`config.mk`:
```
export PLATFORM = sky130hd
export DESIGN_NAME = mux_rr_stream
export DESIGN_NICKNAME = d
export VERILOG_FILES = /design/src/rtl/mux_rr_stream_pkg.sv /design/src/rtl/mux_rr_stream_rr_arbiter.sv /design/src/rtl/mux_rr_stream.sv
export SDC_FILE = /design/constraint.sdc
export NUM_CORES = 1
export LEC_CHECK = 0
export CAP_MARGIN = 10
export CORE_MARGIN = 2
export CORE_UTILIZATION = 45
export CTS_CLUSTER_DIAMETER = 50
export DETAILED_ROUTE_END_ITERATION = 10
export HOLD_SLACK_MARGIN = 0.05
export PLACE_DENSITY = 0.73
export SLEW_MARGIN = 20
export SYNTH_ARGS = -nofsm -noshare
export SYNTH_HDL_FRONTEND = slang
export SYNTH_SLANG_ARGS = --single-unit
```
`constraint.sdc`:
```
create_clock -name clk -period 4.3 [get_ports clk]
set_clock_uncertainty 0.1 [all_clocks]
set_input_delay 0.43 -clock clk [delete_from_list [all_inputs] [get_ports clk]]
set_output_delay 0.43 -clock clk [all_outputs]
set_load 0.02 [all_outputs]
```
`src/rtl/mux_rr_stream_pkg.sv`:
```
// Shared constants for the round-robin / fixed-select stream multiplexer.
// Mode encodings are shared by the top and the bench.
package mux_rr_stream_pkg;

    localparam logic MODE_RR    = 1'b0;
    localparam logic MODE_FIXED = 1'b1;

endpackage

```
`src/rtl/mux_rr_stream_rr_arbiter.sv`:
```
// Combinational rotating-priority arbiter.
// The search starts at ptr_i and wraps modulo N_CH.
module rr_arbiter #(
    parameter  int N_CH  = 8,
    localparam int SEL_W = $clog2(N_CH)
) (
    input  logic [N_CH-1:0]  req_i,
    input  logic [SEL_W-1:0] ptr_i,
    output logic [N_CH-1:0]  gnt_o,
    output logic [SEL_W-1:0] gnt_idx_o,
    output logic             any_gnt_o
);

    int                c;
    logic [SEL_W-1:0]  idx;

    always_comb begin
        gnt_o     = '0;
        gnt_idx_o = '0;
        any_gnt_o = 1'b0;
        c         = 0;
        idx       = '0;
        for (int k = 0; k < N_CH; k++) begin
            c = int'(ptr_i) + k;
            if (c >= N_CH) begin
                c = c - N_CH;
            end
            idx = SEL_W'(c);
            if (!any_gnt_o && req_i[idx]) begin
                any_gnt_o = 1'b1;
                gnt_o[idx] = 1'b1;
                gnt_idx_o  = idx;
            end
        end
    end

endmodule

```
`src/rtl/mux_rr_stream.sv`:
```
// N-channel stream mux with registered output stage.
// Round-robin or fixed-select arbitration, one word per cycle.
module mux_rr_stream
    import mux_rr_stream_pkg::*;
#(
    parameter  int N_CH  = 8,
    parameter  int WIDTH = 1,
    localparam int SEL_W = $clog2(N_CH)
) (
    input  logic                  clk,
    input  logic                  rst_n,
    input  logic                  mode,
    input  logic [SEL_W-1:0]      sel,
    input  logic [N_CH-1:0]       in_valid,
    output logic [N_CH-1:0]       in_ready,
    input  logic [N_CH*WIDTH-1:0] in_data,
    output logic                  out_valid,
    input  logic                  out_ready,
    output logic [WIDTH-1:0]      out_data,
    output logic [SEL_W-1:0]      out_ch
);

    logic             out_valid_q, out_valid_d;
    logic [WIDTH-1:0] out_data_q, out_data_d;
    logic [SEL_W-1:0] out_ch_q, out_ch_d;
    logic [SEL_W-1:0] ptr_q, ptr_d;

    logic             load;
    logic             xfer;
    logic [N_CH-1:0]  elig;
    logic [N_CH-1:0]  gnt;
    logic [SEL_W-1:0] gnt_idx;
    logic             any_gnt;
    logic [WIDTH-1:0] data_arr [N_CH];
    logic [WIDTH-1:0] gnt_data;

    for (genvar i = 0; i < N_CH; i++) begin : g_split
        assign data_arr[i] = in_data[i*WIDTH +: WIDTH];
    end

    // In fixed mode only the selected channel may compete.
    always_comb begin
        elig = '0;
        if (mode == MODE_RR) begin
            elig = in_valid;
        end else if (int'(sel) < N_CH) begin
            elig[sel] = in_valid[sel];
        end
    end

    rr_arbiter #(
        .N_CH (N_CH)
    ) u_arb (
        .req_i     (elig),
        .ptr_i     (ptr_q),
        .gnt_o     (gnt),
        .gnt_idx_o (gnt_idx),
        .any_gnt_o (any_gnt)
    );

    assign load     = !out_valid_q || out_ready;
    assign xfer     = load && any_gnt && rst_n;
    assign in_ready = gnt & {N_CH{load && rst_n}};
    assign gnt_data = data_arr[gnt_idx];

    always_comb begin
        out_valid_d = out_valid_q;
        out_data_d  = out_data_q;
        out_ch_d    = out_ch_q;
        ptr_d       = ptr_q;
        if (xfer) begin
            out_valid_d = 1'b1;
            out_data_d  = gnt_data;
            out_ch_d    = gnt_idx;
            if (mode == MODE_RR) begin
                ptr_d = (gnt_idx == SEL_W'(N_CH-1)) ? '0 : gnt_idx + 1'b1;
            end
        end else if (out_valid_q && out_ready) begin
            out_valid_d = 1'b0;
        end
    end

    always_ff @(posedge clk or negedge rst_n) begin
        if (!rst_n) begin
            out_valid_q <= 1'b0;
            out_data_q  <= '0;
            out_ch_q    <= '0;
            ptr_q       <= '0;
        end else begin
            out_valid_q <= out_valid_d;
            out_data_q  <= out_data_d;
            out_ch_q    <= out_ch_d;
            ptr_q       <= ptr_d;
        end
    end

    assign out_valid = out_valid_q;
    assign out_data  = out_data_q;
    assign out_ch    = out_ch_q;

endmodule

```
==> summary.txt <==
Outcome
  • Run status: complete, no violations

Drt
  • Via total after detailed routing: between 2k and 2.5k
  • DRC Markers: 0
  • Via density: about 6.4
  • Drt first pass iters: 6
  • Post-DR wirelength/cell: 16.8 um
  • Total wire length: 6.15 mm
  • ANT nets after route: 0
  • Drt initial violations: 142

Layout
  • Diodes inserted: 0
  • Fraction of final layout cells sized beyond drive strength 1: between 30 and 40%
  • Final nets: 349
  • Area delta synth->final: 43.9%
  • Layout fillers: about 360
  • Non-Filler Instances: between 300 and 400

Worst setup path
  • Most common cell on crit path: buf_4
  • Worst setup EP type: output pin
  • Worst EP arrival: roughly 3.7 ns
  • CP peak stage delay: just under 0.6 ns
  • Critical path class: in -> out
  • Slowest cell on crit path: mux4_2
  • CP cell instances: clkdlybuf4s50_1 -> buf_4 -> nor3b_2 -> o21ai_1 -> mux4_2 -> mux2i_2 -> nor4_4 -> buf_4 -> and3_1 -> a221o_1 -> o2111a_1 -> dlygate4sd2_1
  • Worst Setup Start Kind: input pin
  • Worst Path Required: roughly 3.8 ns
  • Crit-path max FO: 5

Yosys
  • Mapped Area: just under 2000 um^2
  • Syn. warnings: 0
  • Register area share after synthesis: between 10% and 20%
  • Fraction of registers with async set/reset: 100%
  • Yosys cell types: 71
  • Syn nets: 267
  • Number of synthesized flops with an enable pin: 0
  • Syn_area_per_cell: around 8.2 um^2
  • Cells after Synth: around 240
  • Top FF cell, synth: dfrtp_1
  • Synthesized flop and latch total: 8

Timing
  • Slew @ Worst Pin: between 0.6 and 0.7 ns
  • Fin. max-slew vios: 0
  • Max Freq: around 0.24 GHz
  • Fin crit period: 4.23 ns
  • Final Hold Viols: 0
  • Final Setup Violations: 0
  • Worst relative slew slack: 53.5%
  • Tcrit/Tclk final: 98.4%

Clock tree
  • Postcts setup bufs: 0
  • Clock Sink Count: 8
  • Worst-skew pair later-pin latency: roughly 0.22 ns
  • Clk root buf: clkbuf_8
  • Clock transition at path regs: ~0.04 ns
  • TritonCTS clock tree: built
  • Cts hold-fix bufs: 0
  • Total CTS buffers: 3
  • Longest Clk Path Bufs: 2
  • Htree depth: 1

Global route
  • Number of global-route vias before repair: roughly 2.3k
  • Largest net degree at the start of global routing: 29
  • Global-route wire length before repair: about 10 mm
  • GRT overflow: 0
  • Initial antenna violation count: 0
  • Tot GR Track Use: 25.4%

Place
  • Port buffer count: 35
  • DP HPWL: 4.86 mm
  • Routability Congestion: around 0.97
  • Cells after DPL: roughly 360

Worst hold path
  • Min-Delay Path Class: reg -> reg

Run
  • Number of max-cap violations: 0

Floorplan
  • Die height: ~70 um
  • Die Width: 69.7 um
  • Die Area: a little under 5000 um^2
  • Io pins: 36
  • Core Area: 4090 um^2
  • Initial Utilization: 47.6%
  • Cell row count: 23
[cells in the mapped netlist, types with 2 or more instances]
library cell / count / area (um^2)
nand2_1: 21 / 78.8
nor2_1: 19 / 71.3
mux2i_1: 15 / 150
o21ai_0: 15 / 75.1
a21oi_1: 11 / 55.1
inv_1: 9 / 33.8
nand3_1: 9 / 45.0
a211oi_1: 8 / 60.1
dfrtp_1: 8 / 200
ha_1: 7 / 87.6
a31oi_1: 5 / 31.3
buf_2: 5 / 25.0
mux4_2: 5 / 113
nor3_1: 5 / 25.0
o21a_1: 4 / 30.0
o22ai_1: 4 / 25.0
a222oi_1: 3 / 30.0
and2_1: 3 / 18.8
inv_2: 3 / 11.3
mux2_2: 3 / 33.8
nand2b_1: 3 / 18.8
o211ai_1: 3 / 22.5
o21ai_1: 3 / 15.0
xor2_1: 3 / 26.3
a2111oi_0: 2 / 17.5
a221o_1: 2 / 20.0
and4b_1: 2 / 20.0
clkbuf_1: 2 / 7.51
mux4_1: 2 / 52.6
nand3b_1: 2 / 15.0
nand4bb_1: 2 / 22.5
nor2b_1: 2 / 12.5
nor3b_2: 2 / 25.0
o21ba_1: 2 / 20.0
o221a_2: 2 / 22.5
o221ai_1: 2 / 17.5
o31a_1: 2 / 17.5
o32ai_2: 2 / 32.5
or3b_1: 2 / 17.5
xnor2_1: 2 / 17.5
[path summary, 6_finish.rpt]
check	from	to	slack, ns	cells past startpoint
worst max-delay path	sel[2]	in_ready[7]	0.07	12
worst min-delay path	out_ch[0]	out_ch[0]	0.37	2
worst max register to register	ptr_q[0]	out_data	0.47	13
worst min register to register	out_ch[0]	out_ch[0]	0.37	2
max in group asynchronous	rst_n	ptr_q[2]	3.39	1
min in group asynchronous	rst_n	out_ch[0]	0.42	1
[worst max-delay path: cells and delay by family]
| kind | cells | cell delay (ns) |
|---|---|---|
| AO/OA/AOI/OAI | 3 | 0.76 |
| multiplexers | 2 | 0.89 |
| buffers and inverters | 4 | 1.11 |
| AND/OR/NAND/NOR | 3 | 0.49 |
[sequential cells by signal, summed over array words and instances (netlist names)]
register / cells
out_ch: 3
ptr_q: 3
out_data: 1
out_valid: 1
[per-stage QoR]
step	hold WS (ns)	cell area, um^2	utilization (%)	TNS [ns]	setup WS, ns
floorplan	0.0344	1970	-	-0.0632	-0.0632
global placement	0.369	2730	66.8	-0.988	-0.154
detailed placement	0.370	2730	66.8	-1.37	-0.206
CTS	0.378	2760	67.6	0	0.0352
global route	0.437	2800	68.4	-0.141	-0.0890
finish	0.372	2800	68.4	0	0.0704
[timing repair]
action,4_1_cts,5_1_grt
setup endpoints to repair,8,8
resized for setup,9,20
pin swaps,0,1
[layer usage]
layer | vias up | routed length [um] | GRT usage, %
met3 | 10 | 396 | 4.22
li1 | 1103 | - | -
met5 | - | 0 | 0
met2 | 108 | 2850 | 41.5
met1 | 1113 | 2830 | 34.8
met4 | 0 | 75 | 6.84
[cell type report]
class	count	area, um^2	area share (%)
Tap cell	50	62.6	2.24
Sequential cell	8	200	7.16
Multi-Input combinational cell	207	1720	61.3
Inverter	12	45.0	1.61
Clock buffer	3	41.3	1.48
Timing Repair Buffer	87	732	26.2
[cell usage in the layout (no fill, tap or decap), types with 7 or more instances in the layout]
| master | count |
|---|---|
| inv_1 | 9 |
| ha_1 | 7 |
| nor2_1 | 16 |
| clkdlybuf4s50_1 | 26 |
| nand2_1 | 21 |
| dfrtp_1 | 8 |
| mux2i_1 | 14 |
| a21oi_1 | 9 |
| buf_4 | 51 |
| nand3_1 | 8 |
| o21ai_0 | 12 |
[cells by family after synthesis]
family                   after synthesis  share of synthesized area (%)
AO/OA/AOI/OAI                         84                           32.8
AND/OR/NAND/NOR                       82                           23.8
XOR/XNOR                               5                           2.25
adder cells (fa/ha/maj)                7                           4.51
flip-flops                             8                           10.3
buffers and inverters                 22                           5.15
multiplexers                          29                           21.2
Power is not shown: default switching activity piles up to over one toggle a cycle in this logic, so the estimate is an artifact.
